`config.mk`:
```
export PLATFORM = sky130hd
export DESIGN_NAME = pulse_stretcher
export DESIGN_NICKNAME = d
export VERILOG_FILES = /design/src/rtl/pulse_stretcher.sv
export SDC_FILE = /design/constraint.sdc
export NUM_CORES = 1
export LEC_CHECK = 0
export CORE_UTILIZATION = 55
export CTS_BUF_LIST = sky130_fd_sc_hd__clkbuf_8
export CTS_CLUSTER_DIAMETER = 150
export DETAILED_ROUTE_END_ITERATION = 16
export PLACE_DENSITY = 0.88
export SYNTH_ARGS = -nofsm -noshare
export SYNTH_HDL_FRONTEND = slang
export SYNTH_SLANG_ARGS = --single-unit
export TNS_END_PERCENT = 50
```
`constraint.sdc`:
```
create_clock -name clk -period 5.3 [get_ports clk]
set_clock_uncertainty 0.05 [all_clocks]
set_input_delay 0.53 -clock clk [delete_from_list [all_inputs] [get_ports clk]]
set_output_delay 0.53 -clock clk [all_outputs]
set_load 0.01 [all_outputs]
```
`src/rtl/pulse_stretcher.sv`:
```
// rtl/pulse_stretcher.sv - stretches single-cycle event strobes into fixed-width level pulses with queued replay
module pulse_stretcher #(
  parameter int DIV        = 4,
  parameter int HIGH_TICKS = 3,
  parameter int LOW_TICKS  = 2,
  parameter int PW         = 3
) (
  input  logic          clk,
  input  logic          reset,
  input  logic          pulse_in,
  input  logic          clr_ovf,
  output logic          outlevel,
  output logic          busy,
  output logic [PW-1:0] pending,
  output logic          overflow
);

  // Prescaler needs at least one bit even when every clk cycle is a tick.
  localparam int PSW     = (DIV > 1) ? $clog2(DIV) : 1;
  // Tick counter must hold the larger of the two phase lengths.
  localparam int MAX_TK  = (HIGH_TICKS > LOW_TICKS) ? HIGH_TICKS : LOW_TICKS;
  localparam int TCW     = $clog2(MAX_TK + 1);

  localparam logic [PSW-1:0] PRE_LAST  = PSW'(DIV - 1);
  localparam logic [TCW-1:0] HIGH_LOAD = TCW'(HIGH_TICKS);
  localparam logic [TCW-1:0] LOW_LOAD  = TCW'(LOW_TICKS);
  localparam logic [PW-1:0]  PEND_MAX  = '1;

  typedef enum logic [1:0] {
    IDLE = 2'd0,
    HIGH = 2'd1,
    GAP  = 2'd2
  } state_t;

  state_t         state;
  logic [PSW-1:0] prescaler;
  logic [TCW-1:0] tick_cnt;

  logic tick;
  logic last_tick;
  logic high_end;
  logic gap_end;
  logic have_event;
  logic start;
  logic pend_full;
  logic drop;

  // Timing decode and start/drop qualification from the current registered state.
  always_comb begin
    tick       = 1'b0;
    last_tick  = 1'b0;
    high_end   = 1'b0;
    gap_end    = 1'b0;
    have_event = 1'b0;
    start      = 1'b0;
    pend_full  = 1'b0;
    drop       = 1'b0;

    tick       = (state != IDLE) && (prescaler == PRE_LAST);
    last_tick  = tick && (tick_cnt == TCW'(1));
    high_end   = (state == HIGH) && last_tick;
    gap_end    = (state == GAP) && last_tick;
    // A strobe arriving this cycle can start a pulse directly, bypassing the queue.
    have_event = (pending != '0) || pulse_in;
    start      = ((state == IDLE) || gap_end) && have_event;
    pend_full  = (pending == PEND_MAX);
    // An incoming strobe that cannot start and finds the queue full is lost.
    drop       = pulse_in && !start && pend_full;
  end

  // Pulse sequencer: IDLE -> HIGH -> GAP -> (HIGH | IDLE), with registered output level.
  always_ff @(posedge clk or negedge reset) begin
    if (!reset) begin
      state     <= IDLE;
      prescaler <= '0;
      tick_cnt  <= '0;
      outlevel  <= 1'b0;
    end else begin
      case (state)
        IDLE: begin
          if (start) begin
            state     <= HIGH;
            outlevel  <= 1'b1;
            prescaler <= '0;
            tick_cnt  <= HIGH_LOAD;
          end
        end

        HIGH: begin
          if (high_end) begin
            state     <= GAP;
            outlevel  <= 1'b0;
            prescaler <= '0;
            tick_cnt  <= LOW_LOAD;
          end else begin
            prescaler <= tick ? '0 : prescaler + PSW'(1);
            if (tick) begin
              tick_cnt <= tick_cnt - TCW'(1);
            end
          end
        end

        GAP: begin
          if (gap_end) begin
            prescaler <= '0;
            if (start) begin
              // Back-to-back replay: no idle cycle between gap and next pulse.
              state    <= HIGH;
              outlevel <= 1'b1;
              tick_cnt <= HIGH_LOAD;
            end else begin
              state    <= IDLE;
              outlevel <= 1'b0;
              tick_cnt <= '0;
            end
          end else begin
            prescaler <= tick ? '0 : prescaler + PSW'(1);
            if (tick) begin
              tick_cnt <= tick_cnt - TCW'(1);
            end
          end
        end

        default: begin
          state     <= IDLE;
          outlevel  <= 1'b0;
          prescaler <= '0;
          tick_cnt  <= '0;
        end
      endcase
    end
  end

  // Pending-event queue depth: strobes add, pulse starts remove, saturates at full.
  always_ff @(posedge clk or negedge reset) begin
    if (!reset) begin
      pending <= '0;
    end else begin
      case ({pulse_in, start})
        2'b10: begin
          if (!pend_full) begin
            pending <= pending + PW'(1);
          end
        end
        2'b01: pending <= pending - PW'(1);
        default: pending <= pending;
      endcase
    end
  end

  // Sticky overflow flag; a drop in the same cycle as a clear keeps it set.
  always_ff @(posedge clk or negedge reset) begin
    if (!reset) begin
      overflow <= 1'b0;
    end else if (drop) begin
      overflow <= 1'b1;
    end else if (clr_ovf) begin
      overflow <= 1'b0;
    end
  end

  assign busy = (state != IDLE) || (pending != '0);

endmodule

```
==> results <==
- The worst path arrival time is 2.72 ns.
- The cell area after placement is 976 µm².
- The layout overhead on the synthesized area is 9.97%.
- The power density normalized to cell area is 563 mW/mm².
- Based on the critical path, the design can be clocked at up to 0.376 GHz.
- The most frequent standard cell in the layout excluding fill and tap cells is sky130_fd_sc_hd__dfrtp_1.
- After synthesis, the cell types taking the most area are sky130_fd_sc_hd__dfrtp_1, sky130_fd_sc_hd__ha_1, sky130_fd_sc_hd__buf_6, sky130_fd_sc_hd__nand3_1, sky130_fd_sc_hd__inv_1.
- The critical path starts at state[0].
- The post-synthesis average cell area is 9.01 µm².
- The cell count after synthesis came out at 103.
- The number of diodes is 0.
- The TritonCTS clock tree is yes.
- Counting every net in the synthesized netlist gives 114.
- The die covers 0.00186 mm².
- For the worst setup path, the data required time is 5.36 ns.
- Of the post-synthesis cell area, the dominant cell type holds 0.296.
- Leaving out fill and tap cells, the most frequent cells in the layout are sky130_fd_sc_hd__dfrtp_1, sky130_fd_sc_hd__inv_1, sky130_fd_sc_hd__clkdlybuf4s50_1, sky130_fd_sc_hd__nor2_1.
- The TritonCTS sink count is 11.
- The critical path class is flop to flop.
- Clock latency on the worst-skew pair, taken at its later pin, is 0.24 ns.
- The number of flops mapped to enable cells by yosys is 0.
- The final period utilization is 0.501.
- Of the cells placed in the final design, the portion with a size suffix greater than 1 is 0.110.
- After global routing the overflow that remains totals 0.
- The number of setup buffers added after CTS is 0.
- The worst stage delay on the critical path is 0.49 ns.
- The final net count is 121.
- The post-cts hold buffer count is 0.
- The final hold violation count is 0.
- The post-synth design cell area is 928 µm².
- For this block, the initial DRC count from the detailed router was 24.
- The count of placed standard cells in the final layout, fillers left out is 125.
- Buffers inserted during clock tree synthesis total 3.
- The via-per-instance ratio is 6.46.
- In this run the tool buffered the top-level ports with 9 buffer cells.
- The tightest hold margin is 0.463 ns.
- The critical path goes through inv_1 -> ha_1 -> a31oi_2 -> or3_1 -> fa_1 -> nand3b_1 -> o31ai_1 -> a211oi_2.
- The post-cts sizing count is 0.
- During synthesis, Yosys emitted a total of 0 warnings.
- The remaining design rule violation count is 0.
- The distinct cell type count of the synthesized netlist is 43.
- In this run the critical register-to-register path is captured at pending[2].
- The area of the multi-input gates is 561 µm².
- Setup violations remaining at the end of the flow were counted as 0.
- The clock tree buffer depth is 2.
- STA classifies the critical path startpoint as a flop.
- The weighted congestion reported at the end of routability-driven placement is 0.766.
- The sum of negative setup slack is 0 ns.
- The routed length per placed instance is 15.3 µm.
- The flow ran to the end, and the final reports show no timing, DRC or antenna violations.
- The number of maximum-capacitance constraint violations is 0.
- The pre-antenna-repair detailed-routing pass consisted of 4 iterations.
- The total stage count of the critical path is 8.
- The element type at the critical path end is a flop.
- The worst slew margin relative to its limit is 0.596.
- The initial antenna violation count came to 0.
- The routed layout has 808 vias.
- The initialized floorplan defines 14 standard-cell rows.
- The root buffer selected by CTS is sky130_fd_sc_hd__clkbuf_8.
- In this run the worst hold path is classified as flop to flop.
- The maximum vdd ir drop is 0.325 mV.
- After filler insertion, the fill cell instance count of the layout stands at 122.
- Summed over all layers, the routed wires come to 1910 µm.
- The share of async-settable or async-resettable flops after synthesis is 1.00.
- Clock-pin slew was measured on the worst setup and hold paths at 0.05 ns.
- The first global-routing pass estimated 3340 µm of wire.
- Detailed placement ended at an HPWL of 1350 µm.
- Following the worst setup path forward leads to its endpoint at pending[2].
- Once layout is done, the placed cells without fillers occupy 0.00102 mm².
- The cell with the biggest individual delay on the critical path is sky130_fd_sc_hd__ha_1.
- The completed layout was analyzed and its total power is 574 µW.
- The post-synthesis cell type with the largest combined area is sky130_fd_sc_hd__dfrtp_1.
- The pin count of the biggest net entering global routing is 16.
- The count of pins on the block boundary is 10.
- For the pin with the worst max-slew slack, the measured transition is 0.601 ns.
- Once detail routing completed, the nets flagged for antenna violations numbered 0.
- The share of the Yosys chip area taken by registers is 0.296.
- The startpoint of the most critical register-to-register path is state[0].
- The core footprint is 0.00154 mm².
- In this run the horizontal extent of the chip is 43.1 µm.
- The buffers plus inverters on the worst setup path is 1.
- In the synthesized netlist the dominant register cell turns out to be sky130_fd_sc_hd__dfrtp_1.
- For this configuration, the core starts out at a cell density of 0.602.
- The logic depth of the worst register-to-register path is 8.
- The die is 43.1 µm tall.
- After layout, the minimum clock period comes to 2.66 ns.
- The via count of the first global-routing pass is 783.
- The worst reg-to-reg setup slack is 2.64 ns.
- Setup repair after global routing left no endpoint under its margin.
- The cell type group with the largest total delay on the critical path is adder cells.
- The cell total after placement is 121.
- The count of H-tree levels built during CTS is 1.
- For this run, the total global-route usage over all layers was measured as 0.234.
- The number of slew-limit violations in the final report is 0.
- The number of flip-flops and latches in the synthesized netlist is 11.
- The standby leakage power is 0.000438 µW.
- Of all nets on the critical path, the largest fanout is 15.
- The area occupied by registers is 275 µm².
## metal layers
layer  GRT usage  up-vias  share of wire  wire, µm
met5           0        -              0         0
met4      0.0970        0          0.010        20
met3      0.0426        3          0.031        60
met2       0.400       20           0.50       962
met1       0.285      390           0.45       870
li1            -      395              -         -
## worst min-delay path, delay by kind of cell, from the launching register on
| family | cells | cell delay, ns |
|---|---|---|
| DFF | 1 | 0.35 |
| and+or+nand+nor | 2 | 0.14 |
## metrics by stage
step | worst slack [ns] | utilization
after floorplan | 2.96 | -
after global routing | 2.43 | 0.662
after detailed placement | 2.44 | 0.633
final | 2.64 | 0.662
after CTS | 2.62 | 0.662
after global placement | 2.54 | 0.633
## sequential cells by signal (all words and copies together), names as in the netlist
name,cells
prescaler,2
outlevel,1
overflow,1
state,2
pending,3
tick_cnt,2
## synth_stat cells (2+ instances only)
master	instances
sky130_fd_sc_hd__nand3b_1	2
sky130_fd_sc_hd__nor3_1	4
sky130_fd_sc_hd__o21ai_1	2
sky130_fd_sc_hd__nand3_1	6
sky130_fd_sc_hd__o2bb2ai_1	2
sky130_fd_sc_hd__a21oi_1	3
sky130_fd_sc_hd__inv_1	8
sky130_fd_sc_hd__nand2_1	6
sky130_fd_sc_hd__buf_2	3
sky130_fd_sc_hd__ha_1	6
sky130_fd_sc_hd__dfrtp_1	11
sky130_fd_sc_hd__nor2_1	8
sky130_fd_sc_hd__nand4_1	3
sky130_fd_sc_hd__o21ai_0	5
sky130_fd_sc_hd__buf_6	3
sky130_fd_sc_hd__a211oi_2	2
sky130_fd_sc_hd__o22ai_1	3
## how the worst min path moves through the flow
stage / startpoint / to / slack, ns / cells past startpoint
after floorplan: reset / outlevel / 0.18 / 0
after global placement: prescaler[1] / prescaler[1] / 0.44 / 2
after detailed placement: prescaler[1] / prescaler[1] / 0.45 / 2
after CTS: prescaler[1] / prescaler[1] / 0.47 / 2
after global routing: prescaler[1] / prescaler[1] / 0.52 / 2
final: prescaler[1] / prescaler[1] / 0.46 / 2
## power breakdown
group	total (µW)	leakage [µW]	internal [µW]	switching [µW]
clock network	85.7	0.0000269	51.1	34.6
registers	161	0.000137	114	47.0
logic	328	0.000275	153	175
total	574	0.000438	318	257
## cell families (layout without fill, tap and decap cells)
| family | count (synthesis) | count (layout) | share of synthesized area |
|---|---|---|---|
| flops | 11 | 11 | 0.296 |
| fa+ha+maj | 7 | 7 | 0.102 |
| simple gates | 38 | 38 | 0.232 |
| mux | 1 | 1 | 0.0108 |
| compound gates | 31 | 31 | 0.259 |
| buf+inv | 15 | 21 | 0.0997 |
## layout make-up
class                           count  area share
Inverter                            8      0.0294
Sequential cell                    11       0.270
Timing Repair Buffer                9      0.0882
Clock inverter                      1     0.00368
Tap cell                           16      0.0196
Clock buffer                        3      0.0404
Multi-Input combinational cell     77       0.549
No activity file was read; power rests on OpenSTA's default activity.
